--- src/rtl/ps2_host_tx.sv ---
// ps2_host_tx: sends one command byte host-to-device over open-drain PS/2 clock/data enables.
// Define PS2_TX_TIMEOUT_EN to abort a frame that is not finished TIMEOUT_CYCLES after clock release.
module ps2_host_tx #(
    parameter int INHIBIT_CYCLES = 5000,
    parameter int TIMEOUT_CYCLES = 750000
) (
    input  logic       CLOCK_50,
    input  logic       Resetn,
    input  logic       send,
    input  logic [7:0] send_data,
    input  logic       ps2_clk_in,
    input  logic       ps2_dat_in,
    output logic       ps2_clk_oe,
    output logic       ps2_dat_oe,
    output logic       busy,
    output logic       done,
    output logic       error
);
    localparam int INH_W = (INHIBIT_CYCLES > 1) ? $clog2(INHIBIT_CYCLES) : 1;
    localparam logic [INH_W-1:0] INH_LAST = INH_W'(INHIBIT_CYCLES - 1);

    if (INHIBIT_CYCLES < 1) begin : g_bad_inhibit
        $error("INHIBIT_CYCLES must be at least 1");
    end
    if (TIMEOUT_CYCLES < 2 || TIMEOUT_CYCLES > 1048575) begin : g_bad_timeout
        $error("TIMEOUT_CYCLES must fit the 20-bit timeout counter");
    end

    typedef enum logic [2:0] {
        IDLE, INHIBIT, REQ, XFER, ACK, WAIT_IDLE, DONE, FAIL
    } state_t;

    state_t state, state_next;

    logic clk_meta, clk_sync, clk_prev;
    logic dat_meta, dat_sync;
    logic clk_fall;
    logic [INH_W-1:0] inh_cnt;
    logic [9:0] shift_reg;
    logic tx_low;
    logic [3:0] bit_cnt;

    assign clk_fall = clk_prev & ~clk_sync;

`ifdef PS2_TX_TIMEOUT_EN
    localparam logic [19:0] TO_LAST = 20'(TIMEOUT_CYCLES - 1);
    logic [19:0] to_cnt;
    logic timeout;

    assign timeout = (to_cnt == TO_LAST);

    // Counts cycles since clock release; REQ is cycle 0 so FAIL lands exactly TIMEOUT_CYCLES later.
    always_ff @(posedge CLOCK_50) begin
        if (!Resetn) begin
            to_cnt <= '0;
        end else if (state == REQ) begin
            to_cnt <= 20'd1;
        end else if (state == XFER || state == ACK || state == WAIT_IDLE) begin
            to_cnt <= to_cnt + 20'd1;
        end
    end
`endif

    always_ff @(posedge CLOCK_50) begin
        if (!Resetn) begin
            state <= IDLE;
        end else begin
            state <= state_next;
        end
    end

    // Shift register holds data, parity and stop; each falling edge puts the next bit on the line.
    always_ff @(posedge CLOCK_50) begin
        if (!Resetn) begin
            clk_meta  <= 1'b1;
            clk_sync  <= 1'b1;
            clk_prev  <= 1'b1;
            dat_meta  <= 1'b1;
            dat_sync  <= 1'b1;
            inh_cnt   <= '0;
            shift_reg <= '0;
            tx_low    <= 1'b0;
            bit_cnt   <= '0;
        end else begin
            clk_meta <= ps2_clk_in;
            clk_sync <= clk_meta;
            clk_prev <= clk_sync;
            dat_meta <= ps2_dat_in;
            dat_sync <= dat_meta;
            case (state)
                IDLE: begin
                    inh_cnt <= '0;
                    if (send) begin
                        shift_reg <= {1'b1, ~^send_data, send_data};
                    end
                end
                INHIBIT: inh_cnt <= inh_cnt + 1'b1;
                REQ: begin
                    bit_cnt <= '0;
                    tx_low  <= 1'b1;
                end
                XFER: begin
                    if (clk_fall) begin
                        tx_low    <= ~shift_reg[0];
                        shift_reg <= {1'b0, shift_reg[9:1]};
                        bit_cnt   <= bit_cnt + 1'b1;
                    end
                end
                default: ;
            endcase
        end
    end

    always_comb begin
        state_next = state;
        case (state)
            IDLE:      if (send) state_next = INHIBIT;
            INHIBIT:   if (inh_cnt == INH_LAST) state_next = REQ;
            REQ:       state_next = XFER;
            XFER:      if (clk_fall && bit_cnt == 4'd9) state_next = ACK;
            ACK:       if (clk_fall) state_next = dat_sync ? FAIL : WAIT_IDLE;
            WAIT_IDLE: if (clk_sync && dat_sync) state_next = DONE;
            DONE:      state_next = IDLE;
            FAIL:      state_next = IDLE;
            default:   state_next = IDLE;
        endcase
`ifdef PS2_TX_TIMEOUT_EN
        if ((state == XFER || state == ACK || state == WAIT_IDLE) && timeout) begin
            state_next = FAIL;
        end
`endif
    end

    always_comb begin
        ps2_clk_oe = 1'b0;
        ps2_dat_oe = 1'b0;
        busy       = 1'b0;
        done       = 1'b0;
        error      = 1'b0;
        case (state)
            INHIBIT: begin
                ps2_clk_oe = 1'b1;
                ps2_dat_oe = (inh_cnt == INH_LAST);
                busy       = 1'b1;
            end
            REQ: begin
                ps2_dat_oe = 1'b1;
                busy       = 1'b1;
            end
            XFER: begin
                ps2_dat_oe = tx_low;
                busy       = 1'b1;
            end
            ACK:       busy  = 1'b1;
            WAIT_IDLE: busy  = 1'b1;
            DONE:      done  = 1'b1;
            FAIL:      error = 1'b1;
            default: ;
        endcase
    end
endmodule

--- config.mk ---
export PLATFORM = sky130hd
export DESIGN_NAME = ps2_host_tx
export DESIGN_NICKNAME = d
export VERILOG_FILES = /design/src/rtl/ps2_host_tx.sv
export SDC_FILE = /design/constraint.sdc
export NUM_CORES = 1
export LEC_CHECK = 0
export ABC_CLOCK_PERIOD_IN_PS = 3400
export BUFFER_PORTS_ARGS = -buffer_cell sky130_fd_sc_hd__buf_4
export CAP_MARGIN = 40
export CELL_PAD_IN_SITES_DETAIL_PLACEMENT = 0
export CELL_PAD_IN_SITES_GLOBAL_PLACEMENT = 1
export CORE_MARGIN = 2
export CORE_UTILIZATION = 35
export DETAILED_ROUTE_END_ITERATION = 16
export HOLD_SLACK_MARGIN = 0.03
export PLACE_DENSITY = 0.62
export SLEW_MARGIN = 20
export SYNTH_ARGS = -nofsm -noshare
export SYNTH_HDL_FRONTEND = slang
export SYNTH_SLANG_ARGS = --single-unit
--- constraint.sdc ---
create_clock -name CLOCK_50 -period 3.4 [get_ports CLOCK_50]
set_input_delay 0.51 -clock CLOCK_50 [delete_from_list [all_inputs] [get_ports CLOCK_50]]
set_output_delay 0.51 -clock CLOCK_50 [all_outputs]
set_load 0.005 [all_outputs]
Word level (Yosys, flattened, before mapping):

Cells that the tools add are included.

* $add $sub $neg: 2
* multipliers: 0
* divide/modulo/power cells: 0
* $lt $le $gt $ge: 0
* eq/ne operators: 15
* shift-type cells: 0
* multiplexer cells: 20
* bitwise gates (word level): 3
* reductions and logical operators: 12

Operator list (count)
* 13-bit case mux with 2 select lines: 1
* 3-bit case mux with 7 select lines: 1
* 10-bit two-way mux: 2
* 10-bit case mux with 2 select lines: 1
* 3-bit two-way mux: 5
* 13-bit by 1-bit adder with 13-bit output (second input constant): 1
* 13-bit equality test (second input constant): 1
* 3-bit equality test (second input constant): 4
* 2-bit inequality test (second input constant): 6
* 4-bit case mux with 2 select lines: 1
* 8-bit XNOR reduction: 1
* 3-bit by 2-bit equality test with 1-bit output (second input constant): 2
* 2-bit nonzero test: 3
* 1-bit two-way mux: 5
* 5-bit AND reduction: 1
* 5-bit OR reduction: 1
* 4-bit by 1-bit adder with 4-bit output (second input constant): 1
* 4-bit equality test (second input constant): 1
* 4-bit two-way mux: 1
* 3-bit by 1-bit equality test with 1-bit output (second input constant): 1
* 3-bit zero test: 1
* 1-bit case mux with 3 select lines: 1
* 3-bit AND reduction: 1
* 1-bit logical AND: 2
* 6 further kinds: 7

* bits in registers: 36
* bits in latches: 0
* memory bits (writable): 0
* bits in read-only memories: 0
* input bits: 13
* memories kept: 0

Longest topological paths before layout:

* word-level depth: 5
* gate-level depth with buffers: 8
* gate-level depth less buffers: 7

Least setup slack after synthesis:

OpenSTA, ideal clock, no wires.

* path type: register to output
* from: register inh_cnt[3]
* to: output ps2_dat_oe
* arrival time: 1416 ps
* required time: 2890 ps
* path slack: 1474 ps
* stages on the path, launching flop included: 5
* path buffers: 0
* path through: dfxtp_1 > or4b_1 > nor4_2 > nand3b_1 > a21oi_1

* longest elaborated chain between the ends: 2

Ends and longest elaborated chain
* from (decl): line 38 `logic [INH_W-1:0] inh_cnt;`
* from (signal assigned): line 97 `INHIBIT: inh_cnt <= inh_cnt + 1'b1;`
* 13-bit equality test: line 143 `ps2_dat_oe = (inh_cnt == INH_LAST);`
* 1-bit case mux with 3 select lines: line 140 `case (state)`
* to (decl): line 14 `output logic ps2_dat_oe,`

No other way between the ends.

Final worst setup path:

Same ends and word-level chain as after synthesis.

==> out/metrics.csv <==
metric;value;unit
status;finished, final reports clean;
vias;1432;
detail_route.wl_per_cell;13.13;µm
postCtsHoldBufs;0;
first_iter_violations;76;
start_util;36.32;%
die_width;74.01;µm
fin_crit_sh;71.70;%
root_buffer;clkbuf_8;
syn-cell-area;0.001715;mm²
dpl_cell_area;0.001892;mm²
layout_common_cells;36 x dfxtp_1, 34 x nand2_1, 33 x nor2_1;
post_cts_buffers;0;
cp-start-kind;flip-flop;
hpwlAfterDp;2761;µm
gp_congestion;0.7600;
drv_cap;0;
cts_buffers;5;
n_antenna_cell;0;
synth_cells;208;
cts.repair.resized;0;
worst_pin_slew;825.6;ps
area_growth;15.90;%
r2r_setup_slack;1410;ps
drt_pass1_iterations;4;
rsz0062_at_grt;no;
worstPathArrival;1930;ps
io_pins;18;
max_stage_delay;540;ps
path_class;flip-flop to output port;
die_area;0.005477;mm²
ant_nets;0;
rows;25;
fin_area;0.001988;mm²
fill_cells;479;
grt_use_total;15.50;%
post-route-min-period;2438;ps
maxSlewViolCount;0;
cts_tree;yes;
placed_cells;284;
clockBufferDepth;2;
die-height;74.01;µm
setup_tns;0;ps
syn_area_per_cell;8.247;µm²
grt_pass1_wl;6417;µm
skew;5.846;ps
fin_nets;240;
avgViaCountPerCell;4.921;
hp-class;flip-flop to flip-flop;
fmax;0.4102;GHz
wirelength;3820;µm
ir_drop;202.5;µV
slew_headroom;44.96;%
cts_htree_levels;2;
stdcell_count;291;
path_cells;or4b_1 -> nor4_2 -> nand3b_1 -> a21oi_1 -> buf_4;
end_kind;output port;
hold_viol_final;0;
clk-insertion-delay-late;280;ps
powerDensity;593.2;mW/mm²
path_max_fanout;5;
largest_reg_flops;13;
synth_warnings;0;
ys_seq_area_share;42.01;%
core;0.004723;mm²
setup_viol;0;
post-route-drc-count;0;
yosysUniqueCellTypes;37;
port_buffers;17;
hold_ws;407.8;ps
cp.required;2890;ps
total_power;1179;µW
antenna_found_initial;0;
grt_pass1_vias;1391;
cts.sinks;36;
mostFrequentLayoutCell;dfxtp_1;
postSynthNetCount;224;
ys_ff_latch;36;
drive_gt1_share;14.29;%
clk_pin_slew;70;ps
grt_start_max_net_pins;20;
slowest_stage;or4b_1;
p_leak;0.0007265;µW
overflow;0;
## logic make-up after synthesis
| family | Yosys count | synth area share, % |
|---|---|---|
| compound gates | 32 | 13.57 |
| xor+xnor | 18 | 9.190 |
| fa+ha+maj | 3 | 2.188 |
| buf+inv | 14 | 3.355 |
| flops | 36 | 42.01 |
| simple gates | 105 | 29.69 |
## through the flow
| step | util, % | setup WS (ps) |
|---|---|---|
| after floorplan | - | 1474 |
| after global placement | 40.05 | 1267 |
| after detailed placement | 40.05 | 1269 |
| after CTS | 42.09 | 944.7 |
| after global routing | 42.09 | 839.3 |
| final | 42.09 | 962.1 |
## critical path: cells and delay by family, from the launching register on
kind / cells / cell delay, ps
buf+inv: 1 / 130
simple gates: 3 / 1010
compound gates: 1 / 170
flops: 1 / 340
## cell usage after synthesis
| library cell | n | area share (%) |
|---|---|---|
| nand2b_1 | 7 | 2.6 |
| a311oi_1 | 9 | 4.6 |
| nand4_1 | 2 | 0.73 |
| nand3b_1 | 2 | 0.88 |
| and2b_1 | 1 | 0.44 |
| buf_2 | 4 | 1.2 |
| xnor2_1 | 14 | 7.1 |
| ha_1 | 3 | 2.2 |
| xor2_1 | 4 | 2.0 |
| a311o_1 | 1 | 0.58 |
| nor2_1 | 33 | 7.2 |
| and2_1 | 2 | 0.73 |
| inv_1 | 6 | 1.3 |
| a31oi_1 | 1 | 0.36 |
| a21oi_1 | 7 | 2.0 |
| a22oi_1 | 1 | 0.44 |
| nor4_2 | 1 | 0.73 |
| a21o_1 | 1 | 0.44 |
| o211a_1 | 1 | 0.58 |
| nor4_1 | 1 | 0.36 |
| nand4b_1 | 1 | 0.51 |
| dfxtp_1 | 36 | 42 |
| o22ai_1 | 1 | 0.36 |
| nand2_1 | 34 | 7.4 |
| or2_2 | 3 | 1.1 |
| o221a_2 | 2 | 1.3 |
| a21oi_2 | 1 | 0.51 |
| nor3b_1 | 2 | 0.88 |
| nor3_1 | 8 | 2.3 |
| nand2b_4 | 1 | 0.80 |
| nand3_1 | 4 | 1.2 |
| o21a_1 | 1 | 0.44 |
| nand4bb_1 | 1 | 0.66 |
| clkbuf_1 | 4 | 0.88 |
| or4b_1 | 2 | 1.2 |
| o21ai_0 | 5 | 1.5 |
| o31ai_1 | 1 | 0.44 |
## per-layer routing
layer | GRT usage (%) | up-vias | part of all wire (%)
met5 | 0 | - | 0
met4 | 6.263 | 0 | 1.3
met3 | 4.607 | 6 | 3.5
met2 | 25.99 | 19 | 49
met1 | 18.60 | 670 | 46
li1 | - | 737 | -
## power by group
group	total [µW]	internal (µW)	switching, µW
Sequential	534	477	56.7
Combinational	317	139	177
Clock	328	181	148
## worst paths after layout
kind,from,endpoint,cells after the start
worst min register to register,dat_meta,dat_sync,1
worst max-delay path,inh_cnt[3],ps2_dat_oe,5
worst min-delay path,dat_meta,dat_sync,1
worst max register to register,state[0],state[0],5
## layout make-up
cell class	count	area, µm²	share of cell area (%)
clock buffer	7	96.34	4.846
inverter	6	22.52	1.133
multi-input combinational	158	937.1	47.14
sequential	36	720.7	36.25
tap	67	83.83	4.216
timing repair buffer	17	127.6	6.419
(Power assumes the default switching activity.)
